File: src/rtl/usb_line_pkg.sv
// Shared types and constants for the full-speed USB bit transmitter.
// Line-state encoding helpers map NRZI levels and line states onto the D+/D- pins.
package usb_line_pkg;

    typedef enum logic [1:0] {
        LS_J   = 2'd0,
        LS_K   = 2'd1,
        LS_SE0 = 2'd2
    } line_state_t;

    typedef enum logic [2:0] {
        ST_IDLE    = 3'd0,
        ST_SYNC    = 3'd1,
        ST_DATA    = 3'd2,
        ST_EOP_SE0 = 3'd3,
        ST_EOP_J   = 3'd4
    } tx_state_t;

    localparam logic [7:0] SYNC_BYTE    = 8'h80;
    localparam int         EOP_SE0_BITS = 2;

    // NRZI level 1 idles the bus in J, level 0 is K.
    function automatic line_state_t nrzi_line(input logic lvl);
        if (lvl) begin
            return LS_J;
        end else begin
            return LS_K;
        end
    endfunction

    // Returns {d_plus, d_minus} for a line state.
    function automatic logic [1:0] line_pins(input line_state_t ls);
        case (ls)
            LS_J:    return 2'b10;
            LS_K:    return 2'b01;
            LS_SE0:  return 2'b00;
            default: return 2'b10;
        endcase
    endfunction

endpackage

File: src/rtl/usb_nrzi_stuffer.sv
// Bit stuffer and NRZI encoder: on each bit strobe turns a raw bit (or a forced stuff 0)
// into the next line level, and tells the shifter when the strobe was spent on a stuff bit.
module usb_nrzi_stuffer
    import usb_line_pkg::*;
#(
    parameter int STUFF_LIMIT = 6
) (
    input  logic clk,
    input  logic rst,
    input  logic clr,
    input  logic bit_en,
    input  logic bit_in,
    output logic stuff_now,
    output logic level_next
);

    localparam int OW = $clog2(STUFF_LIMIT + 1);

    logic [OW-1:0] ones_q;
    logic [OW-1:0] ones_d;
    logic          level_q;
    logic          level_d;

    assign stuff_now = (ones_q == OW'(STUFF_LIMIT));

    // Level for the coming bit period: a 0 (stuffed or data) toggles, a 1 holds.
    always_comb begin
        if (stuff_now) begin
            level_next = ~level_q;
        end else if (bit_in) begin
            level_next = level_q;
        end else begin
            level_next = ~level_q;
        end
    end

    // Run-length of transmitted 1s and the current NRZI level.
    always_comb begin
        ones_d  = ones_q;
        level_d = level_q;
        if (clr) begin
            ones_d  = '0;
            level_d = 1'b1;
        end else if (bit_en) begin
            level_d = level_next;
            if (!stuff_now && bit_in) begin
                ones_d = ones_q + OW'(1);
            end else begin
                ones_d = '0;
            end
        end else begin
            ones_d  = ones_q;
            level_d = level_q;
        end
    end

    // State registers.
    always_ff @(posedge clk) begin
        if (rst) begin
            ones_q  <= '0;
            level_q <= 1'b1;
        end else begin
            ones_q  <= ones_d;
            level_q <= level_d;
        end
    end

endmodule

File: src/rtl/usb_bit_tx.sv
// Full-speed USB bit-level transmitter: byte handshake in, SYNC + stuffed NRZI data + EOP out
// on registered D+/D-, one bit every CLKS_PER_BIT clocks.
module usb_bit_tx
    import usb_line_pkg::*;
#(
    parameter int CLKS_PER_BIT = 4,
    parameter int STUFF_LIMIT  = 6
) (
    input  logic       clk,
    input  logic       rst,
    input  logic [7:0] tx_data,
    input  logic       tx_valid,
    input  logic       tx_last,
    output logic       tx_ready,
    output logic       d_plus,
    output logic       d_minus,
    output logic       tx_oe,
    output logic       busy,
    output logic       underrun
);

    localparam int             PW         = (CLKS_PER_BIT > 2) ? $clog2(CLKS_PER_BIT) : 1;
    localparam logic [PW-1:0]  PHASE_LAST = PW'(CLKS_PER_BIT - 1);
    localparam logic [1:0]     EOP_LAST   = 2'(EOP_SE0_BITS - 1);

    tx_state_t     state_q, state_d;
    logic [PW-1:0] phase_q, phase_d;
    logic [7:0]    shift_q, shift_d;
    logic [3:0]    bits_left_q, bits_left_d;
    logic [7:0]    hold_q, hold_d;
    logic          hold_valid_q, hold_valid_d;
    logic          hold_last_q, hold_last_d;
    logic          cur_last_q, cur_last_d;
    logic          last_acc_q, last_acc_d;
    logic [1:0]    eop_cnt_q, eop_cnt_d;
    logic [1:0]    pins_q, pins_d;
    logic          tx_oe_q, tx_oe_d;
    logic          busy_q, busy_d;
    logic          underrun_q, underrun_d;
    logic          tx_ready_q, tx_ready_d;

    logic          accept, tick, need_byte, stuff_clr;
    logic          bit_en, bit_in, stuff_now, level_next;
    logic          line_upd, line_from_lvl;
    line_state_t   line_fixed;

    assign accept    = tx_valid && tx_ready_q;
    assign tick      = (state_q != ST_IDLE) && (phase_q == PHASE_LAST);
    assign need_byte = (bits_left_q == 4'd0) && ((state_q == ST_SYNC) || !cur_last_q);
    assign stuff_clr = (state_q == ST_EOP_SE0);

    usb_nrzi_stuffer #(
        .STUFF_LIMIT (STUFF_LIMIT)
    ) u_stuffer (
        .clk        (clk),
        .rst        (rst),
        .clr        (stuff_clr),
        .bit_en     (bit_en),
        .bit_in     (bit_in),
        .stuff_now  (stuff_now),
        .level_next (level_next)
    );

    // Handshake, buffering, phase counter and packet FSM.
    always_comb begin
        state_d       = state_q;
        shift_d       = shift_q;
        bits_left_d   = bits_left_q;
        hold_d        = hold_q;
        hold_valid_d  = hold_valid_q;
        hold_last_d   = hold_last_q;
        cur_last_d    = cur_last_q;
        last_acc_d    = last_acc_q;
        eop_cnt_d     = eop_cnt_q;
        tx_oe_d       = tx_oe_q;
        busy_d        = busy_q;
        underrun_d    = 1'b0;
        bit_en        = 1'b0;
        bit_in        = 1'b0;
        line_upd      = 1'b0;
        line_from_lvl = 1'b0;
        line_fixed    = LS_J;

        if (state_q == ST_IDLE) begin
            phase_d = '0;
        end else if (phase_q == PHASE_LAST) begin
            phase_d = '0;
        end else begin
            phase_d = phase_q + PW'(1);
        end

        if (accept) begin
            hold_d       = tx_data;
            hold_valid_d = 1'b1;
            hold_last_d  = tx_last;
            last_acc_d   = last_acc_q || tx_last;
        end else begin
            hold_d = hold_q;
        end

        case (state_q)
            ST_IDLE: begin
                if (accept) begin
                    // First SYNC bit goes out on the very next cycle.
                    state_d       = ST_SYNC;
                    bit_en        = 1'b1;
                    bit_in        = SYNC_BYTE[0];
                    shift_d       = SYNC_BYTE >> 1;
                    bits_left_d   = 4'd7;
                    cur_last_d    = 1'b0;
                    line_upd      = 1'b1;
                    line_from_lvl = 1'b1;
                    tx_oe_d       = 1'b1;
                    busy_d        = 1'b1;
                end else begin
                    state_d = ST_IDLE;
                end
            end
            ST_SYNC, ST_DATA: begin
                if (!tick) begin
                    state_d = state_q;
                end else if (need_byte && !hold_valid_q) begin
                    // Starved at a byte boundary: truncate, any pending stuff is dropped.
                    underrun_d = 1'b1;
                    last_acc_d = 1'b1;
                    state_d    = ST_EOP_SE0;
                    eop_cnt_d  = 2'd0;
                    line_upd   = 1'b1;
                    line_fixed = LS_SE0;
                end else if (stuff_now) begin
                    bit_en        = 1'b1;
                    line_upd      = 1'b1;
                    line_from_lvl = 1'b1;
                end else if (bits_left_q != 4'd0) begin
                    bit_en        = 1'b1;
                    bit_in        = shift_q[0];
                    shift_d       = shift_q >> 1;
                    bits_left_d   = bits_left_q - 4'd1;
                    line_upd      = 1'b1;
                    line_from_lvl = 1'b1;
                end else if (need_byte) begin
                    bit_en        = 1'b1;
                    bit_in        = hold_q[0];
                    shift_d       = hold_q >> 1;
                    bits_left_d   = 4'd7;
                    cur_last_d    = hold_last_q;
                    hold_valid_d  = 1'b0;
                    state_d       = ST_DATA;
                    line_upd      = 1'b1;
                    line_from_lvl = 1'b1;
                end else begin
                    state_d    = ST_EOP_SE0;
                    eop_cnt_d  = 2'd0;
                    line_upd   = 1'b1;
                    line_fixed = LS_SE0;
                end
            end
            ST_EOP_SE0: begin
                if (!tick) begin
                    state_d = ST_EOP_SE0;
                end else if (eop_cnt_q == EOP_LAST) begin
                    state_d    = ST_EOP_J;
                    line_upd   = 1'b1;
                    line_fixed = LS_J;
                end else begin
                    eop_cnt_d = eop_cnt_q + 2'd1;
                end
            end
            ST_EOP_J: begin
                if (tick) begin
                    state_d    = ST_IDLE;
                    tx_oe_d    = 1'b0;
                    busy_d     = 1'b0;
                    last_acc_d = 1'b0;
                end else begin
                    state_d = ST_EOP_J;
                end
            end
            default: begin
                state_d    = ST_IDLE;
                tx_oe_d    = 1'b0;
                busy_d     = 1'b0;
                last_acc_d = 1'b0;
                line_upd   = 1'b1;
                line_fixed = LS_J;
            end
        endcase

        tx_ready_d = !hold_valid_d && !last_acc_d;
    end

    // Next D+/D- pin pair; kept apart from the FSM so the stuffer path stays acyclic.
    always_comb begin
        if (!line_upd) begin
            pins_d = pins_q;
        end else if (line_from_lvl) begin
            pins_d = line_pins(nrzi_line(level_next));
        end else begin
            pins_d = line_pins(line_fixed);
        end
    end

    // State and output registers.
    always_ff @(posedge clk) begin
        if (rst) begin
            state_q      <= ST_IDLE;
            phase_q      <= '0;
            shift_q      <= 8'h00;
            bits_left_q  <= 4'd0;
            hold_q       <= 8'h00;
            hold_valid_q <= 1'b0;
            hold_last_q  <= 1'b0;
            cur_last_q   <= 1'b0;
            last_acc_q   <= 1'b0;
            eop_cnt_q    <= 2'd0;
            pins_q       <= 2'b10;
            tx_oe_q      <= 1'b0;
            busy_q       <= 1'b0;
            underrun_q   <= 1'b0;
            tx_ready_q   <= 1'b0;
        end else begin
            state_q      <= state_d;
            phase_q      <= phase_d;
            shift_q      <= shift_d;
            bits_left_q  <= bits_left_d;
            hold_q       <= hold_d;
            hold_valid_q <= hold_valid_d;
            hold_last_q  <= hold_last_d;
            cur_last_q   <= cur_last_d;
            last_acc_q   <= last_acc_d;
            eop_cnt_q    <= eop_cnt_d;
            pins_q       <= pins_d;
            tx_oe_q      <= tx_oe_d;
            busy_q       <= busy_d;
            underrun_q   <= underrun_d;
            tx_ready_q   <= tx_ready_d;
        end
    end

    assign tx_ready = tx_ready_q;
    assign d_plus   = pins_q[1];
    assign d_minus  = pins_q[0];
    assign tx_oe    = tx_oe_q;
    assign busy     = busy_q;
    assign underrun = underrun_q;

endmodule

File: config.mk
export PLATFORM = sky130hd
export DESIGN_NAME = usb_bit_tx
export DESIGN_NICKNAME = d
export VERILOG_FILES = /design/src/rtl/usb_line_pkg.sv /design/src/rtl/usb_nrzi_stuffer.sv /design/src/rtl/usb_bit_tx.sv
export SDC_FILE = /design/constraint.sdc
export NUM_CORES = 1
export LEC_CHECK = 0
export CORE_MARGIN = 4
export CORE_UTILIZATION = 30
export CTS_CLUSTER_DIAMETER = 200
export DETAILED_ROUTE_END_ITERATION = 6
export GPL_ROUTABILITY_DRIVEN = 0
export GPL_TIMING_DRIVEN = 0
export MAX_ROUTING_LAYER = met4
export SYNTH_ARGS = -nofsm -noshare
export SYNTH_HDL_FRONTEND = slang
export SYNTH_SLANG_ARGS = --single-unit
export TNS_END_PERCENT = 10
File: constraint.sdc
create_clock -name clk -period 2.75 [get_ports clk]
set_input_delay 0.55 -clock clk [delete_from_list [all_inputs] [get_ports clk]]
set_output_delay 0.55 -clock clk [all_outputs]
set_load 0.01 [all_outputs]
* Yosys cells after proc, flatten, opt, wreduce, memory -nomap -nowiden
Index checks and enable logic that the tools add are counted.
** Word-level totals
- Bits in registers :: 40
- Latch bits :: 0
- RAM bits :: 0
- Bits in read-only memories :: 0
- Input bits :: 12
- Output and inout bits :: 6
- Logic and storage cells :: 166
- Memories :: 0
** Operators by class
- Add/sub/neg operators :: 4
- Multiply operators :: 0
- Divide/modulo/power cells :: 0
- Magnitude comparators :: 0
- Eq/ne operators :: 25
- Shift-type cells :: 0
- Mux-type cells :: 87
- Bitwise operators :: 4
- Reduce and logical (&&, ||, !) cells :: 30
** Operator list (count)
- $mux W8 :: 6
- $mux W1 :: 40
- $mux W2 :: 16
- $mux W3 :: 8
- $mux W4 :: 6
- $ne A2 B2 Y1 const B :: 9
- $pmux W8 S2 :: 1
- $reduce_and A7 Y1 :: 2
- $ne A3 B3 Y1 const B :: 4
- $pmux W2 S2 :: 3
- $pmux W3 S4 :: 1
- $reduce_or A3 Y1 :: 3
- $pmux W4 S2 :: 1
- $eq A2 B1 Y1 const B :: 3
- $eq A2 B2 Y1 const B :: 3
- $eq A3 B2 Y1 const B :: 2
- $eq A3 B3 Y1 const B :: 2
- $logic_and A1 B1 Y1 :: 6
- $pmux W1 S3 :: 2
- $reduce_and A6 Y1 :: 1
- $reduce_or A2 Y1 :: 3
- $logic_not A1 Y1 :: 5
- $add A2 B1 Y2 const B :: 2
- $logic_not A4 Y1 :: 1
- 14 further kinds :: 20

* Logic depth before layout (Yosys ltp)
- Depth in word-level cells :: 17
- Depth in mapped cells :: 9
- Mapped depth without buffers :: 7

* Cells and area by module
Synthesis repeated with hierarchy kept, for this count alone.
** Second synthesis, totals
- Cells, all modules :: 249
- Area, all modules :: 2021.9 µm²
** By module, submodules not included
- usb_bit_tx :: instances 1, cells an instance 226, area each 1799.2 µm², seq. area each 700.7 µm²
- usb_nrzi_stuffer :: instances 1, cells an instance 23, area each 222.7 µm², seq. area each 80.1 µm²

* Worst setup path after synthesis
No wires, ideal clock.
- Path kind :: register to register
- Start :: register bits_left_q[0]
- End :: register shift_q[0]
- Library setup time :: 0.128 ns
- Arrival :: 1.705 ns
- Required time :: 2.622 ns
- Path slack :: 0.917 ns
- Cell stages (with the launch flop) :: 9
- Buffers on the path :: 1
- Period minus slack after synthesis :: 1.833 ns
- Path through :: dfxtp_1 > inv_1 > ha_1 > nor3b_2 > and4_1 > a211oi_4 > buf_6 > mux2i_1 > nor2_1
** On the way
- Cells in the longest elaborated chain, start to end :: 6
- Elaborated cells on any way between the ends :: 12
- Classes of those cells :: eq/ne (2); mux (5); reduce/logical (5)
** RTL lines
- start: declaration :: line usb_bit_tx.sv:29 : logic [3:0] bits_left_q, bits_left_d;
- start signal: assignment :: line usb_bit_tx.sv:225 : bits_left_q <= bits_left_d;
- $reduce_bool A4 Y1 :: line usb_bit_tx.sv:134 : end else if (bits_left_q != 4'd0) begin
- $mux W8 :: line usb_bit_tx.sv:134
- $mux W8 :: line usb_bit_tx.sv:130 : end else if (stuff_now) begin
- $mux W8 :: line usb_bit_tx.sv:122 : end else if (need_byte && !hold_valid_q) begin
- $mux W8 :: line usb_bit_tx.sv:120 : if (!tick) begin
- $pmux W8 S2 :: line usb_bit_tx.sv:101 : case (state_q)
- end signal: assignment :: line usb_bit_tx.sv:224 : shift_q <= shift_d;
- end: declaration :: line usb_bit_tx.sv:28 : logic [7:0] shift_q, shift_d;
Parallel ways exist; a longest one is shown, timed or not. The select of a mux whose other input is x is not followed.
A chain may end at the register's enable or synchronous reset.

* Worst setup path after layout
- Start :: input port tx_valid
- End :: register shift_q[4]
** On the way
- Cells in the longest elaborated chain, start to end :: 3
** RTL lines
- start: declaration :: line usb_bit_tx.sv:12 : input logic tx_valid,
- $logic_and A1 B1 Y1 :: line usb_bit_tx.sv:47 : assign accept = tx_valid && tx_ready_q;
- $ne A2 B2 Y1 (no source line)
- $reduce_and A6 Y1 (no source line)
No other way between the ends.

==> flow_summary.toml <==
[sta]
hold_slack_ps = 430.8
worst_slew_pin_slew_ps = 548.4
finalHoldViolCount = 0
rsz0062_at_grt = "no"
max_freq_mhz = 455.9
fin_crit_sh_pct = 79.76
relSlewSlack_pct = 63.44
skew_ps = 10.34
final_max_slew_viol_count = 0
final-setup-viol-count = 0
worst_slack_ps = 556.5
fin_crit_ps = 2193
setup_tns_ps = 0

[global_routing]
grt_start_max_net_pins = 15
grt_pass1_wl_mm = 8.466
track_usage_pct = 12.81
grt_pass1_vias = 1775
overflow = 0
antenna_found_initial = 0

[synth]
synth.top_cell.area_share_pct = 37.05
ys_types = 59
synth-seq-cells = 39
yosys_warnings = 0
netlist_instances = 256
synth_commonest_cells = "dfxtp_1 (39), nand2_1 (39), a21oi_1 (30), nor2_1 (25), inv_1 (12)"
synth_top_cell_by_area = "dfxtp_1"
async_reset_ff_share_pct = 0
syn_nets = 273
ys_seq_area_share_pct = 37.05
synth_ff_type = "dfxtp_1"
synth_area_per_cell_um2 = 8.231
synth_edf_count = 0
synth.area.top_cells = "dfxtp_1 (37%), a21oi_1 (7.1%), nand2_1 (6.9%)"
synth_area_mm2 = 0.002107

[finish]
nets = 296
area_delta_synth_final_pct = 18.76
fillCellCount = 723
multiInputGateArea_mm2 = 0.001187
diodes = 0
ff_latch_area_um2 = 780.7
final_layout_size_suffix_gt1_share_pct = 11.07

[cts]
cts_resized = 0
cts_max_level = 2
cts_setup_buffers = 0
cts_tree = "yes"
insertion_delay_ps = 300
postCtsHoldBufs = 0
clkSinkCount = 39
numCtsBuffers = 5
cts_buffer_depth = 2
cts_root_buf = "clkbuf_8"
path_clk_slew_ps = 90

[route]
dr.pass1.iters = 4
via_per_inst = 4.944
route.detailed.drc = 0
routed_wl_mm = 4.961
antenna_left = 0
drt_iter0_drc = 176
via_count = 1859
wire_per_inst_um = 13.19

[setup_path]
max_stage_delay_ps = 530
cp.buffers_inverters = 2
crit_path_top_delay_cell = "clkdlybuf4s50_1"
path_cells = "clkdlybuf4s50_1 > and3b_1 > a21oi_1 > a211oi_4 > buf_6 > mux2i_1 > nor2_1"
worstSetupPathType = "primary input to flip-flop"
crit_family = "buffers and inverters"
start_kind = "primary input"
cp-end-kind = "flip-flop"
required_ps = 2930
cp.arrival_ps = 2370
path_max_fanout = 10

[placement]
placement.io_buffers = 16
dp_slack_ps = 263.3
dp_hpwl_mm = 3.610

[power]
power_frac_comb_pct = 25.9
peakVddDrop_uv = 264.6
p_switching_mw = 0.4885
switching_share_pct = 32.03
seqPwrFrac_pct = 41.2
p_total_mw = 1.525
power.density_cell_area_mw_per_mm2 = 609.5
leakagePower_nw = 0.8546
p_int_mw = 1.037
clockPowerShare_pct = 32.8

[die]
rows = 30
die_area_mm2 = 0.008428
die_y_um = 91.81
io_pins = 18
core_mm2 = 0.006794
start_util_pct = 31.01
die_width_um = 91.81

[run_status]
status = "finished clean"

[worst_hold_path]
hp-class = "flip-flop to flip-flop"

[job]
maxCapViolCount = 0
## cell usage in the layout, fill, tap and decap left out, drive strengths merged, types with 2 or more instances in the layout
master         synthesis  final
a211oi                 4      4
a21boi                 2      2
a21oi                 31     31
a2bb2oi                2      2
a311oi                 2      2
a31oi                  3      3
a32oi                  2      2
and2                   2      2
and3                   2      2
buf                    7      7
clkbuf                10     15
clkdlybuf4s50          0     16
dfxtp                 39     39
ha                     5      5
inv                   12     13
mux2i                  7      7
nand2                 39     39
nand3                  3      3
nand4b                 2      2
nor2                  27     27
nor2b                  4      4
nor3                   3      3
nor3b                  3      3
nor4                   6      6
o21ai                 11     11
o21bai                 2      2
o22ai                  2      2
o31ai                  2      2
o32ai                  2      2
or3b                   2      2
or4                    2      2
## logic make-up after synthesis
| kind of cell | synth area share, % |
|---|---|
| multiplexers | 3.326 |
| XOR/XNOR | 1.307 |
| adder cells (fa/ha/maj) | 2.969 |
| buffers and inverters | 6.591 |
| AND/OR/NAND/NOR | 24.29 |
| AO/OA/AOI/OAI | 24.47 |
| flip-flops | 37.05 |
## metal layers
metal | wire length [µm] | track usage [%]
met5 | 0 | -
met4 | 81 | 4.208
met3 | 196 | 3.035
met2 | 2124 | 19.05
met1 | 2558 | 17.15
## sequential cells by signal, indices dropped and copies added, names as in the netlist
signal             count
bits_left_q            4
busy                   1
cur_last_q             1
eop_cnt_q              2
hold_last_q            1
hold_q                 8
hold_valid_q           1
last_acc_q             1
phase_q                2
pins_q                 2
shift_q                7
state_q                3
tx_ready               1
u_stuffer.level_q      1
u_stuffer.ones_q       3
underrun               1
## power by group through the flow
stage	clock network (mW)	logic (mW)	registers (mW)
after floorplan	0	0.282	0.640
after global placement	0	0.392	0.641
after detailed placement	0	0.392	0.641
after CTS	0.517	0.395	0.629
after global routing	0.535	0.439	0.635
final	0.501	0.395	0.629
## metrics by stage
step | util, % | std cells | instance area, µm²
final | 36.83 | 376 | 2502
after global routing | 36.83 | 376 | 2502
after global placement | 35.14 | 368 | 2387
after CTS | 36.83 | 376 | 2502
after detailed placement | 35.14 | 368 | 2387
after floorplan | - | 256 | 2107
## worst paths after layout
check | from | slack, ps | end | depth (start not counted)
worst max-delay path | tx_valid | 560 | shift_q[4]$_SDFFE_PP0P_ | 7
worst max register to register | bits_left_q[0]$_SDFFE_PP0P_ | 580 | last_acc_q$_SDFF_PP0_ | 7
worst min register to register | phase_q[0]$_SDFF_PP0_ | 430 | phase_q[0]$_SDFF_PP0_ | 1
worst min-delay path | phase_q[0]$_SDFF_PP0_ | 430 | phase_q[0]$_SDFF_PP0_ | 1
## cell type report
class | count | area share, %
multi-input combinational | 188 | 47.45
clock buffer | 5 | 2.750
clock inverter | 3 | 1.850
inverter | 12 | 1.800
buffer | 17 | 3.750
sequential | 39 | 31.20
timing repair buffer | 16 | 6.400
tap | 96 | 4.800
No activity file was read; power rests on OpenSTA's default activity.
